<file path="config.mk">
export PLATFORM = sky130hd
export DESIGN_NAME = parallel_data_receiver
export DESIGN_NICKNAME = d
export VERILOG_FILES = /design/src/rtl/parallel_data_receiver.sv
export SDC_FILE = /design/constraint.sdc
export NUM_CORES = 1
export LEC_CHECK = 0
export CAP_MARGIN = 20
export CORE_AREA = 2 2 53 55
export DETAILED_ROUTE_END_ITERATION = 8
export DIE_AREA = 0 0 55 57
export PLACE_DENSITY = 0.84
export SLEW_MARGIN = 0
export SYNTH_ARGS = -nofsm -noshare
export SYNTH_HDL_FRONTEND = slang
export SYNTH_SLANG_ARGS = --single-unit
</file>
<file path="constraint.sdc">
create_clock -name clk -period 1.99 [get_ports clk]
set_clock_uncertainty 0.2 [all_clocks]
set_input_delay 0.4975 -clock clk [delete_from_list [all_inputs] [get_ports clk]]
set_output_delay 0.4975 -clock clk [all_outputs]
set_load 0.05 [all_outputs]
</file>
<file path="src/rtl/parallel_data_receiver.sv">
// parallel_data_receiver: takes words in over a 4-phase req/ack handshake, queues them in a FIFO and hands them on over valid/ready; PDR_PARITY_CHECK_EN adds a sticky even-parity error flag
module parallel_data_receiver #(
  parameter int WIDTH = 4,
  parameter int DEPTH = 2,
  parameter int CNT_W = 8,
  localparam int AW = $clog2(DEPTH),
  localparam int LW = AW + 1
) (
  input  logic             clk,
  input  logic             rst_n,
  input  logic             req,
  input  logic [WIDTH-1:0] data_in,
  output logic             ack,
  output logic [WIDTH-1:0] data_out,
  output logic             out_valid,
  input  logic             out_ready,
  output logic [LW-1:0]    level,
`ifdef PDR_PARITY_CHECK_EN
  input  logic             parity_in,
  output logic             parity_err,
`endif
  output logic [CNT_W-1:0] word_cnt
);
  typedef enum logic {IDLE, ACK} state_e;
  state_e           state_q, state_d;
  logic             ack_q, out_valid_q;
  logic [WIDTH-1:0] mem_q [DEPTH];
  logic [WIDTH-1:0] data_out_q, head_d;
  logic [AW-1:0]    wr_ptr_q, rd_ptr_q, rd_nx;
  logic [LW-1:0]    level_q, level_d;
  logic [CNT_W-1:0] word_cnt_q;
  logic             wr, rd;
`ifdef PDR_PARITY_CHECK_EN
  logic             parity_err_q;
  assign parity_err = parity_err_q;
`endif
  assign ack       = ack_q;
  assign data_out  = data_out_q;
  assign out_valid = out_valid_q;
  assign level     = level_q;
  assign word_cnt  = word_cnt_q;
  // capture/read decisions use pre-edge level; head register tracks the word that will sit at the FIFO head after the edge
  always_comb begin
    wr      = state_q == IDLE && req && level_q != LW'(DEPTH);
    rd      = out_valid_q && out_ready;
    rd_nx   = rd_ptr_q + AW'(1);
    level_d = level_q + LW'(wr) - LW'(rd);
    state_d = wr ? ACK : (state_q == ACK && !req) ? IDLE : state_q;
    head_d  = (rd && level_q > LW'(1)) ? mem_q[rd_nx] :
              (wr && level_q == LW'(rd)) ? data_in : data_out_q;
  end
  // handshake FSM, FIFO storage and counters, all outputs registered
  always_ff @(posedge clk or negedge rst_n) begin
    if (!rst_n) begin
      state_q     <= IDLE;
      ack_q       <= 1'b0;
      out_valid_q <= 1'b0;
      data_out_q  <= '0;
      level_q     <= '0;
      word_cnt_q  <= '0;
      wr_ptr_q    <= '0;
      rd_ptr_q    <= '0;
      for (int i = 0; i < DEPTH; i++) mem_q[i] <= '0;
`ifdef PDR_PARITY_CHECK_EN
      parity_err_q <= 1'b0;
`endif
    end else begin
      state_q     <= state_d;
      ack_q       <= state_d == ACK;
      level_q     <= level_d;
      out_valid_q <= level_d != '0;
      data_out_q  <= head_d;
      if (wr) begin
        mem_q[wr_ptr_q] <= data_in;
        wr_ptr_q        <= wr_ptr_q + AW'(1);
        word_cnt_q      <= word_cnt_q + CNT_W'(1);
      end
      if (rd) rd_ptr_q <= rd_nx;
`ifdef PDR_PARITY_CHECK_EN
      if (wr && ^{data_in, parity_in}) parity_err_q <= 1'b1;
`endif
    end
  end
endmodule

</file>
# Word level (Yosys, flattened, before mapping)
# Index checks and enable logic that the tools add are counted.
[op_classes]
add_sub_neg = 5
n_lt_le_gt_ge = 4
n_eq_ne = 2
muxes = 10
bitwise_logic = 3
n_reduce_logical = 11
[ops]
columns = ["cell", "n"]
rows = [
  ["two-way mux 4 bit", 6],
  ["adder 8 x 1 -> 8 bit, second input constant", 1],
  ["bitwise mux 8 bit", 1],
  ["logical AND 1 bit", 7],
  ["nonzero test 2 bit", 3],
  ["demux 4 bit (select 1 bit)", 1],
  ["greater-or-equal comparator 2 bit, second input constant", 2],
  ["inverter 1 -> 2 bit", 2],
  ["adder 1 bit, second input constant", 2],
  ["adder 2 x 1 -> 2 bit", 1],
  ["== test 2 x 1 -> 1 bit", 1],
  ["> comparator 2 x 1 -> 1 bit, second input constant", 1],
  ["less-than comparator 2 x 1 -> 1 bit, second input constant", 1],
  ["two-way mux 1 bit", 2],
  ["inequality test 2 bit, second input constant", 1],
  ["subtractor 2 x 1 -> 2 bit", 1],
  ["logical NOT 1 bit", 1],
  ["inverter 1 bit", 1],
]
[totals]
register_bits = 26
inputBits = 8
output_inout_bits = 16

# Logic depth before layout (Yosys ltp)
# Gate-level depths: netlist of run 1.
[logic_depth]
word_depth = 6
depth_mapped = 7
mapped_depth_nobuf = 7

# Worst setup path before layout of run 1
# No wires, ideal clock.
[synth_timing]
kind = "reg-to-reg"
start = "reg level_q[1] (netlist: level[1])"
end = "reg out_valid_q (netlist: out_valid)"
setup_time_ns = 0.124
arrival_time_ns = 1.850
slack_ns = -0.184
stages_incl_launch_ff = 8
period_less_slack_ns = 2.174
path_cell_list = "dfrtp_1 > and2b_4 > nor2_8 > xnor2_1 > ha_1 > xnor2_1 > xnor2_1 > or2_1"
[synth_between]
elab_chain_len = 5
[synth_lines]
columns = ["item", "line", "source"]
rows = [
  ["start, declared", "30", "logic [LW-1:0] level_q, level_d;"],
  ["start signal, assigned", "70", "level_q <= level_d;"],
  ["inequality test 2 bit", "44", "wr = state_q == IDLE && req && level_q != LW'(DEPTH);"],
  ["logical AND 1 bit", "44", ""],
  ["adder 2 x 1 -> 2 bit (*)", "47", "level_d = level_q + LW'(wr) - LW'(rd);"],
  ["subtractor 2 x 1 -> 2 bit (*)", "47", ""],
  ["via level_d[1]", "30", ""],
  ["nonzero test 2 bit (*)", "71", "out_valid_q <= level_d != '0;"],
  ["end signal, assigned", "57", "out_valid_q <= 1'b0;"],
  ["end signal, assigned", "71", ""],
  ["end, declared", "26", "logic ack_q, out_valid_q;"],
]
# The timed path passes the listed nets; every way through them passes the cells marked *.
# A chain may end at the register's enable or synchronous reset.

# Worst setup path after layout of run 1
[layout_timing]
start = "reg level_q[0] (netlist: level[0])"
end = "reg out_valid_q (netlist: out_valid)"
# The elaborated chain is that of the path after synthesis.

==> metrics.txt, run 1 <==
YS warnings=0; Max-slew headroom=78.3%; Critical Path RT=2.00 ns; mapped cell area=1220 um^2; Final Power=2.97 mW; # IOs=24; post-synthesis cell count=92; Yosys top cell by area=dfrtp_1; WL final=2340 um; row cnt=19; Clk network pwr share=8.7%; post-route cell area=1700 um^2; worst min-delay path class=reg -> reg; Pwr per Cell Area=1750 nW/um^2; Crit-path slowest cell=dfrtp_2; TritonCTS Sinks=26; Antenna Cells=0; DRC errors left=0; initial antenna violation count=0; Skew-Pair Late Insertion Delay=between 0.3 and 0.4 ns; first-pass GRT wire length=4050 um; Synth top area share=between 50% and 60%; Reg power frac=34.1%; Mapped Avg Cell Area=roughly 13 um^2; Vias=829; CP endpoint=out_valid$_DFF_PN0_; Comb power frac=57.2%; Final Net Count=141; unrepaired setup endpoints after global routing=false; top area cells in the synthesized netlist=dfrtp_1 53%, xnor2_1 7.9%, mux2_4 4.9%; Net Sw Frac=42.7%; # port buffers=23; Crit. End Element=flip-flop; R2R depth=7; Final period util=a little over nine tenths; gp weighted congestion=0.725; clock buffer depth=2; Tmin final=1.88 ns; CTS Buf Count=3; max-cap viol count=0; status=finished, final reports clean; max-slew violations=0; CP max FO=2; grt total ovfl=0; H-tree depth=1; CP Launch Type=flip-flop; Initial Util=46.8%; placed inst area=1650 um^2; CP max stage delay=0.42 ns; Lkg Pwr=between 0.7 and 0.8 nW; reg2reg setup slack=approximately 0.11 ns; vias in the first global route=slightly below 900; Hold-fix buffers, CTS=0; TritonRoute pass-1 iters=4; Final Hold Fails=0; Critical Path Start=level[0]$_DFF_PN0_; TritonCTS clock tree=done; crit path DAT=roughly 1.9 ns; die area=3140 um^2; worst-path cell chain=and2b_4, nor2_8, xnor2_1, ha_2, xnor2_1, xnor2_1, or2_1; Die Y=57 um; most used cell, CP=xnor2_1; syn_nets=102; die width=55 um; post-DP HPWL=1790 um; largest net degree at the start of global routing=27; CTS clk-pin slew, worst paths=0.14 ns; drt wl/cell=14.5 um; Initial DRC Count=10; core area=approximately 2600 um^2; area delta synth->final=39.1%; Max Clock Freq=532 MHz; Slew @ Worst Pin=0.325 ns; Root Driver=clkbuf_4; sequential element share of the synthesized area=53.2%; Via density=5.15; setup TNS=0 ns; Routed Antenna Nets=0; Peak VDD IR=~0.0016 V; sw power=1.27 mW; synth unique cells=28; total setup violations reported at the end of the flow=0; total track usage=17.6%; Synth Register Bits=26; reg2reg start=level[0]$_DFF_PN0_; R2R Path End=out_valid$_DFF_PN0_; layout cells sized above 1=between 40% and 50%; kind of critical path=reg -> reg; Internal Pwr Total=between 1.5 and 2 mW
==> registers in the layout (all words and copies together), names as in the netlist <==
signal     cells
ack            1
data_out       4
level          2
mem_q          8
out_valid      1
rd_ptr_q       1
word_cnt       8
wr_ptr_q       1
==> logic make-up (layout without fill, tap and decap cells) <==
family	after synthesis	after routing	share of synthesized area (%)
compound gates	12	12	7.77
simple gates	27	27	16.3
flops	26	26	53.2
buf+inv	1	39	0.306
mux	12	12	11.9
fa+ha+maj	2	2	2.04
xor+xnor	12	12	8.59
==> layout by cell type (no fill, tap or decap), types with 2 or more instances in the layout <==
cell type	n
dfrtp_1	23
buf_4	19
xnor2_1	11
buf_12	9
clkdlybuf4s50_1	6
nand2_1	5
mux2_1	4
mux2_4	4
nand3_1	4
mux2i_1	4
nor2b_1	4
a211oi_1	4
a21oi_1	4
dfrtp_2	3
clkbuf_4	3
and2b_4	2
nand4_1	2
==> worst max-delay path, delay by kind of cell, from the launching register on <==
family	cells	cell delay, ns
xor+xnor	3	0.40
simple gates	3	0.56
flops	1	0.42
fa+ha+maj	1	0.20
==> per-layer routing <==
metal	track usage, %	wire (um)	part of all wire, %
met5	0	0	0
met4	4.18	8	0.34
met3	2.62	82	3.5
met2	26.5	1210	52
met1	26.7	1040	44
==> worst min path at each step <==
stage,start,to,slack [ns],cells after the start
2_1_floorplan,rst_n,ack$_DFFE_PN0P_,0.002,0
3_3_place_gp,word_cnt[7]$_DFFE_PN0P_,word_cnt[7]$_DFFE_PN0P_,0.27,1
3_5_place_dp,mem_q[5]$_DFFE_PN0P_,mem_q[5]$_DFFE_PN0P_,0.28,1
4_1_cts,mem_q[5]$_DFFE_PN0P_,mem_q[5]$_DFFE_PN0P_,0.31,1
5_1_grt,mem_q[5]$_DFFE_PN0P_,mem_q[5]$_DFFE_PN0P_,0.32,1
6_report,word_cnt[7]$_DFFE_PN0P_,word_cnt[7]$_DFFE_PN0P_,0.30,1
==> through the flow <==
step	cells	hold WS [ns]	utilization [%]	setup WS [ns]
2_1_floorplan	92	0.00191	-	0.00158
3_3_place_gp	156	0.267	63.1	-0.246
3_5_place_dp	156	0.279	63.1	-0.339
4_1_cts	160	0.310	64.5	0.00425
5_1_grt	161	0.324	65.1	0.0147
6_report	161	0.305	65.1	0.111
==> synthesized netlist by cell type (all sizes together) <==
cell	count
dfrtp	26
xnor2	11
mux2	8
nand2	7
a211oi	5
a21oi	5
mux2i	4
nand3	4
nor2b	4
and2b	2
and3	2
ha	2
nand2b	2
nand4	2
nor2	2
clkbuf	1
nor3	1
o21a	1
o21ai	1
or2	1
xor2	1
==> area by class of cell <==
cell class,count,area (um^2)
Clock buffer,4,36.3
Timing Repair Buffer,35,395
Fill cell,216,913
Tap cell,31,38.8
Sequential cell,26,654
Multi-Input combinational cell,65,577
==> power by group through the flow <==
| stage | registers [mW] | clock network [mW] | logic (mW) |
|---|---|---|---|
| 2_1_floorplan | 1.41 | 0 | 0.598 |
| 3_3_place_gp | 1.00 | 0 | 1.64 |
| 3_5_place_dp | 1.03 | 0 | 1.68 |
| 4_1_cts | 1.01 | 0.268 | 1.69 |
| 5_1_grt | 1.05 | 0.298 | 1.82 |
| 6_report | 1.01 | 0.259 | 1.70 |
==> what timing repair did <==
| action | CTS | global route |
|---|---|---|
| setup endpoints to repair | 0 | 1 |
| resized for setup | 0 | 2 |
| buffers inserted | 0 | 1 |
Power figures use the tool's default switching activity.
==> run 2: changes to the inputs <==
Settings changed: ABC_AREA set to 1, CORE_AREA 2 2 53 55 to 3 3 55 57, CTS_CLUSTER_DIAMETER set to 80, DIE_AREA 0 0 55 57 to 0 0 58 60.
==> run 2 against run 1 <==
Compared with the run above:
- via count grew 35%
- hold slack worse by 0.0077 ns
- sequential power is essentially flat
- total power is 5.9% lower
- core utilization grew 3.1 points
- global-route usage decreased by 0.89 points
- highest routed layer unchanged
- register-to-register slack improved by 0.06 ns
- sequential share of layout area shrank 0.57 points
- count of clock-buffer cells in the layout is the same
- sequential cell count stayed put
- wire length is 11% higher
==> metrics.txt, run 2 <==
Hold-fix buffers, CTS=0; most used cell, CP=nand2_1; Crit. End Element=flip-flop; reg2reg setup slack=0.17 ns; CP Launch Type=input port; area delta synth->final=33.2%; core area=roughly 2500 um^2; Root Driver=clkbuf_4; Die Y=60 um; # port buffers=23; status=finished, final reports clean; Via density=4.87; Post-synth top cells=79 x nand2_1, 26 x dfrtp_1, 17 x inv_1; total track usage=16.7%; Final period util=a little over nine tenths; Peak VDD IR=0.00116 V; Clk network pwr share=8.3%; WL final=2590 um; Post-Synth Simple-Gate Area=31.7%; YS warnings=0; Initial Util=51.2%; vias in the first global route=between 1000 and 1500; CTS Buf Count=3; post-DP HPWL=2030 um; kind of critical path=in -> reg; CP max FO=4; Comb power frac=56.3%; largest net degree at the start of global routing=27; initial antenna violation count=0; TritonRoute pass-1 iters=4; die width=58 um; top_reg_cell synth=dfrtp_1; TritonCTS clock tree=done; EDFF count, synth=0; Antenna Cells=0; layout cells sized above 1=between 10% and 20%; DRC errors left=0; unrepaired setup endpoints after global routing=false; Final WS setup=0.0629 ns; worst min-delay path class=reg -> reg; most common cell after layout, fill and taps aside=nand2_1; Final Net Count=211; drt wl/cell=about 11 um; total setup violations reported at the end of the flow=0; sequential element share of the synthesized area=50.4%; H-tree depth=1; post-synthesis xor/xnor area fraction=4.07%; Routed Antenna Nets=0; grt total ovfl=0; dominant cell by count in the synthesized netlist=nand2_1; top area cells in the synthesized netlist=dfrtp_1 50%, nand2_1 23%, o21ai_0 5.0%; Synth Register Bits=26; Yosys top cell by area=dfrtp_1; Max-slew headroom=77.8%; adder-cell share of the synthesized area=1.94%; Max Clock Freq=519 MHz; mapped cell area=1290 um^2; Lkg Pwr=0.902 nW; row cnt=18; max-cap viol count=0; asr flop ratio synth=100%; TritonCTS Sinks=26; sw power=1.32 mW; CTS clk-pin slew, worst paths=0.14 ns; PostCTS Resize Cnt=0; worst-path cell chain=clkdlybuf4s50_1, nand2_1, inv_1, nand2_4, nand2_1, nand2_1, ha_1, xnor2_1, inv_1, nand2_1, nand2_1; Reg power frac=between 30 and 40%; Net Sw Frac=a little under half; synth unique cells=18; syn_nets=between 150 and 200; Initial DRC Count=29; CP max stage delay=approximately 0.48 ns; first-pass GRT wire length=4440 um; Tmin final=1.93 ns; setup TNS=0 ns; clock buffer depth=2; largest family of logic cells by synthesized area=simple AND/OR/NAND/NOR gates; setup repair bufs after CTS=0; post-synthesis mux area share=0%; Hold WS=between 0.2 and 0.3 ns; Final Hold Fails=0; WP buf/inv=3; Synth top area share=between 50% and 60%; post-synthesis cell count=166; Compound-Gate Fraction of Synth Area=5.62%; Pwr per Cell Area=1630 nW/um^2; gp weighted congestion=0.835; most frequent cells in the layout=79 x nand2_1, 25 x dfrtp_1, 17 x inv_1, 14 x buf_4, 13 x o21ai_0; Post-Place Setup Slack=-0.273 ns; Crit-path slowest cell=clkdlybuf4s50_1; Critical Path RT=2.00 ns; Internal Pwr Total=1.47 mW; die area=3480 um^2; Vias=1119; max-slew violations=0; Mapped Avg Cell Area=7.78 um^2; CP top delay family=buffers and inverters; Slew @ Worst Pin=about 0.33 ns; crit path DAT=~1.9 ns; # IOs=24; Skew-Pair Late Insertion Delay=0.32 ns
-- run 2: final timing paths --
kind	cells past startpoint	startpoint	to
setup / recovery	11	req	level[1]$_DFF_PN0_
hold / removal	2	data_out[2]$_DFFE_PN0P_	data_out[2]$_DFFE_PN0P_
setup reg to reg	10	level[1]$_DFF_PN0_	level[1]$_DFF_PN0_
hold reg to reg	2	data_out[2]$_DFFE_PN0P_	data_out[2]$_DFFE_PN0P_
max in group asynchronous	2	rst_n	level[0]$_DFF_PN0_
min in group asynchronous	2	rst_n	ack$_DFFE_PN0P_
-- run 2: layout make-up --
cell class              instances  area [um^2]
inverters                      18         70.1
fillers                       210          802
clock buffers                   4         26.3
multi-input cells             121          559
well taps                      30         37.5
repair buffers                 31          375
flip-flops and latches         26          652
-- run 2: power by group through the flow --
stage               clock network, mW  logic (mW)  registers, mW
floorplan                           0       0.562           1.35
global placement                    0        1.54          0.985
detailed placement                  0        1.58           1.00
CTS                             0.239        1.58          0.992
global route                    0.263        1.72           1.02
finish                          0.233        1.57          0.991
-- run 2: kinds of logic after synthesis --
group,count (synthesis)
flip-flops,26
XOR/XNOR,6
adder cells (fa/ha/maj),2
buffers and inverters,19
AND/OR/NAND/NOR,99
AO/OA/AOI/OAI,14
-- run 2: stage by stage --
stage                     area, um^2  total power [mW]  utilization [%]  cells
after floorplan                 1290              1.91                -    166
after global routing            1720              3.00             68.2    230
after detailed placement        1690              2.58             67.2    226
after global placement          1690              2.52             67.2    226
final                           1720              2.80             68.2    230
after CTS                       1720              2.82             68.2    230
-- run 2: worst register-to-register path, cell delays in order (launching register included) --
cell and delay [ns]:
dfrtp_1 0.54, nand2_2 0.13, nand2_4 0.11, inv_4 0.03, nand2_1 0.05, nand2_1 0.05
ha_1 0.19, xnor2_1 0.18, inv_1 0.06, nand2_1 0.09, nand2_1 0.08
-- run 2: layer usage --
metal / global-route usage (%) / wire length, um / vias to the layer above
li1: - / - / 574
met4: 7.95 / 46 / 0
met1: 20.4 / 1150 / 518
met3: 2.16 / 107 / 4
met2: 29.0 / 1290 / 23
met5: 0 / 0 / -
==> edit: new RTL, settings of run 2 <==
`data_out_q` no longer has a reset.
--- a/src/rtl/parallel_data_receiver.sv
+++ b/src/rtl/parallel_data_receiver.sv
@@ -57,3 +57,2 @@
       out_valid_q <= 1'b0;
-      data_out_q  <= '0;
       level_q     <= '0;
@@ -71,3 +70,2 @@
       out_valid_q <= level_d != '0;
-      data_out_q  <= head_d;
       if (wr) begin
@@ -83,2 +81,6 @@
   end
+
+  always_ff @(posedge clk) begin
+    data_out_q <= head_d;
+  end
 endmodule
Behaviour: not the same (a bounded check fails within 4 cycles, from zero or initial values and one cycle with rst_n low).
==> edit against run 2 <==
Total power is 4.0% higher; register-to-register slack worse by 70 ps; worst hold slack worse by 70 ps; area after synthesis is 0.48% lower; sequential cell count stayed put; setup slack better by 35 ps; wire length is 12% higher; design area is 3.6% higher; non-clock buffer count is 4 higher; sequential share of layout area hardly changed; critical path depth stayed put; critical endpoint is now out_valid; largest power group unchanged; highest routed layer unchanged.
==> edit: results (changes against run 2) <==
Outcome
  – Status: completed (unchanged)

Cells and area
  – Antenna diodes: 0 (unchanged)
  – Share of cells above drive strength 1: 31.28% (was 17.50%)
  – Nets: 190 (was 211)

Critical path
  – Critical Path AT: 1910 ps (was 1940 ps)
  – CP Max Fanout: 4 (unchanged)

Place
  – Post-Place Setup Slack: -291.7 ps (was -273.1 ps)
  – Final estimated routing congestion in global placement: 0.7575 (was 0.8350)
  – Placed cells: 203 (was 226)
  – Dpl hpwl: 2.046 mm (was 2.034 mm)

Route
  – Post-Route WL: 2.887 mm (was 2.588 mm)
  – 1st-iter DRT viols: 47 (was 29)
  – Post-DR vias/cell: 5.081 (was 4.865)
  – Vias: 1062 (was 1119)

Synth
  – Post-synth top cells: 40 x nand2_1, 22 x dfrtp_1, 17 x inv_1, 12 x o21ai_0, 8 x nor2_1 (was 79 x nand2_1, 26 x dfrtp_1, 17 x inv_1, 13 x o21ai_0)
  – Post-Syn Instances: 141 (was 166)
  – Netlist cell types: 25 (was 18)
  – Seq/Total Area, Yosys: 52.19% (was 50.39%)
  – Most frequent cell after synthesis: nand2_1 (unchanged)
  – Post-synth EDFFs: 4 (was 0)
  – Top cells by area, synth: dfrtp_1 43%, nand2_1 12%, edfxtp_1 9.3% (was dfrtp_1 50%, nand2_1 23%, o21ai_0 5.0%)
  – Async S/R FF share, synth: 84.62% (was 100.0%)
  – Syn nets: 151 (was 176)

Global routing
  – Grt met1 use: 23.83% (was 20.41%)
  – Met2 Usage GRT: 30.97% (was 29.03%)
  – M3 GR Usage: 4.536% (was 2.160%)
  – GRT Util Overall: 18.77% (was 16.66%)
  – Global-route wire length before repair: 4.899 mm (was 4.443 mm)
  – Pin count of the biggest net entering global routing: 23 (was 27)

Pwr
  – Worst vdd ir: 1046 uV (was 1157 uV)
  – Static Leak: 0.8803 nW (was 0.9015 nW)

STA
  – Rel. slew slack: 77.57% (was 77.82%)

Hold path
  – Hold Path Class: input pin to flop (was flop to flop)
-- edit: repair_timing --
item                       in CTS  in global routing
resized for setup               0                  4
setup endpoints to repair       0                  1
hold buffers                    0                  0
setup buffers                   0                  2
-- edit: stage by stage --
step	hold WS (ps)	power (mW)	area, um2	util, %
global placement	261.9	2.442	1697	67.26
detailed placement	267.8	2.504	1697	67.26
global route	231.3	3.077	1782	70.63
CTS	301.9	2.883	1749	69.35
finish	227.2	2.911	1782	70.63
floorplan	1.909	1.883	1289	-
-- edit: final timing paths --
path	startpoint	end	slack, ps	cells after the start
setup / recovery	level[0]	out_valid	100	11
hold / removal	req	ack	230	3
setup reg to reg	level[0]	out_valid	100	11
hold reg to reg	mem_q[3]	mem_q[3]	300	2
max in group asynchronous	rst_n	level[0]	1050	2
min in group asynchronous	rst_n	out_valid	300	2
-- edit: metal layers --
| metal | vias to the layer above | share of wire (%) |
|---|---|---|
| met3 | 6 | 6.1 |
| met1 | 508 | 42 |
| met4 | 0 | 1.8 |
| met5 | - | 0 |
| met2 | 28 | 50 |
| li1 | 520 | - |
-- edit: worst max-delay path, cell delays in order, from the launching register on --
cell and delay (ps):
dfrtp_2 480, inv_1 110, nand2_2 90, nand2_4 120
inv_4 40, nand2_1 50, nand2_1 60, ha_2 180
xnor2_2 200, inv_1 90, nand2_2 80, nand3b_1 100
-- edit: area by class of cell --
cell class	instances	area, um2
fillers	169	740.7
multi-input cells	94	531.8
clock buffers	3	22.52
flip-flops and latches	26	674.4
inverters	20	77.57
well taps	30	37.54
clock inverters	1	30.03
repair buffers	35	407.9
-- edit: report_power, final --
part	internal, mW	total [mW]	switching (mW)
Combinational	0.645	1.54	0.899
Sequential	0.777	0.998	0.221
Clock	0.204	0.369	0.165
-- edit: cell families after synthesis --
logic type | after synthesis | share of synthesized area, %
DFF | 26 | 52.19
AOI/OAI and AO/OA | 17 | 7.400
buffers and inverters | 21 | 7.595
adders and majority gates | 2 | 1.947
and+or+nand+nor | 69 | 26.19
xor gates and xnor gates | 6 | 4.674
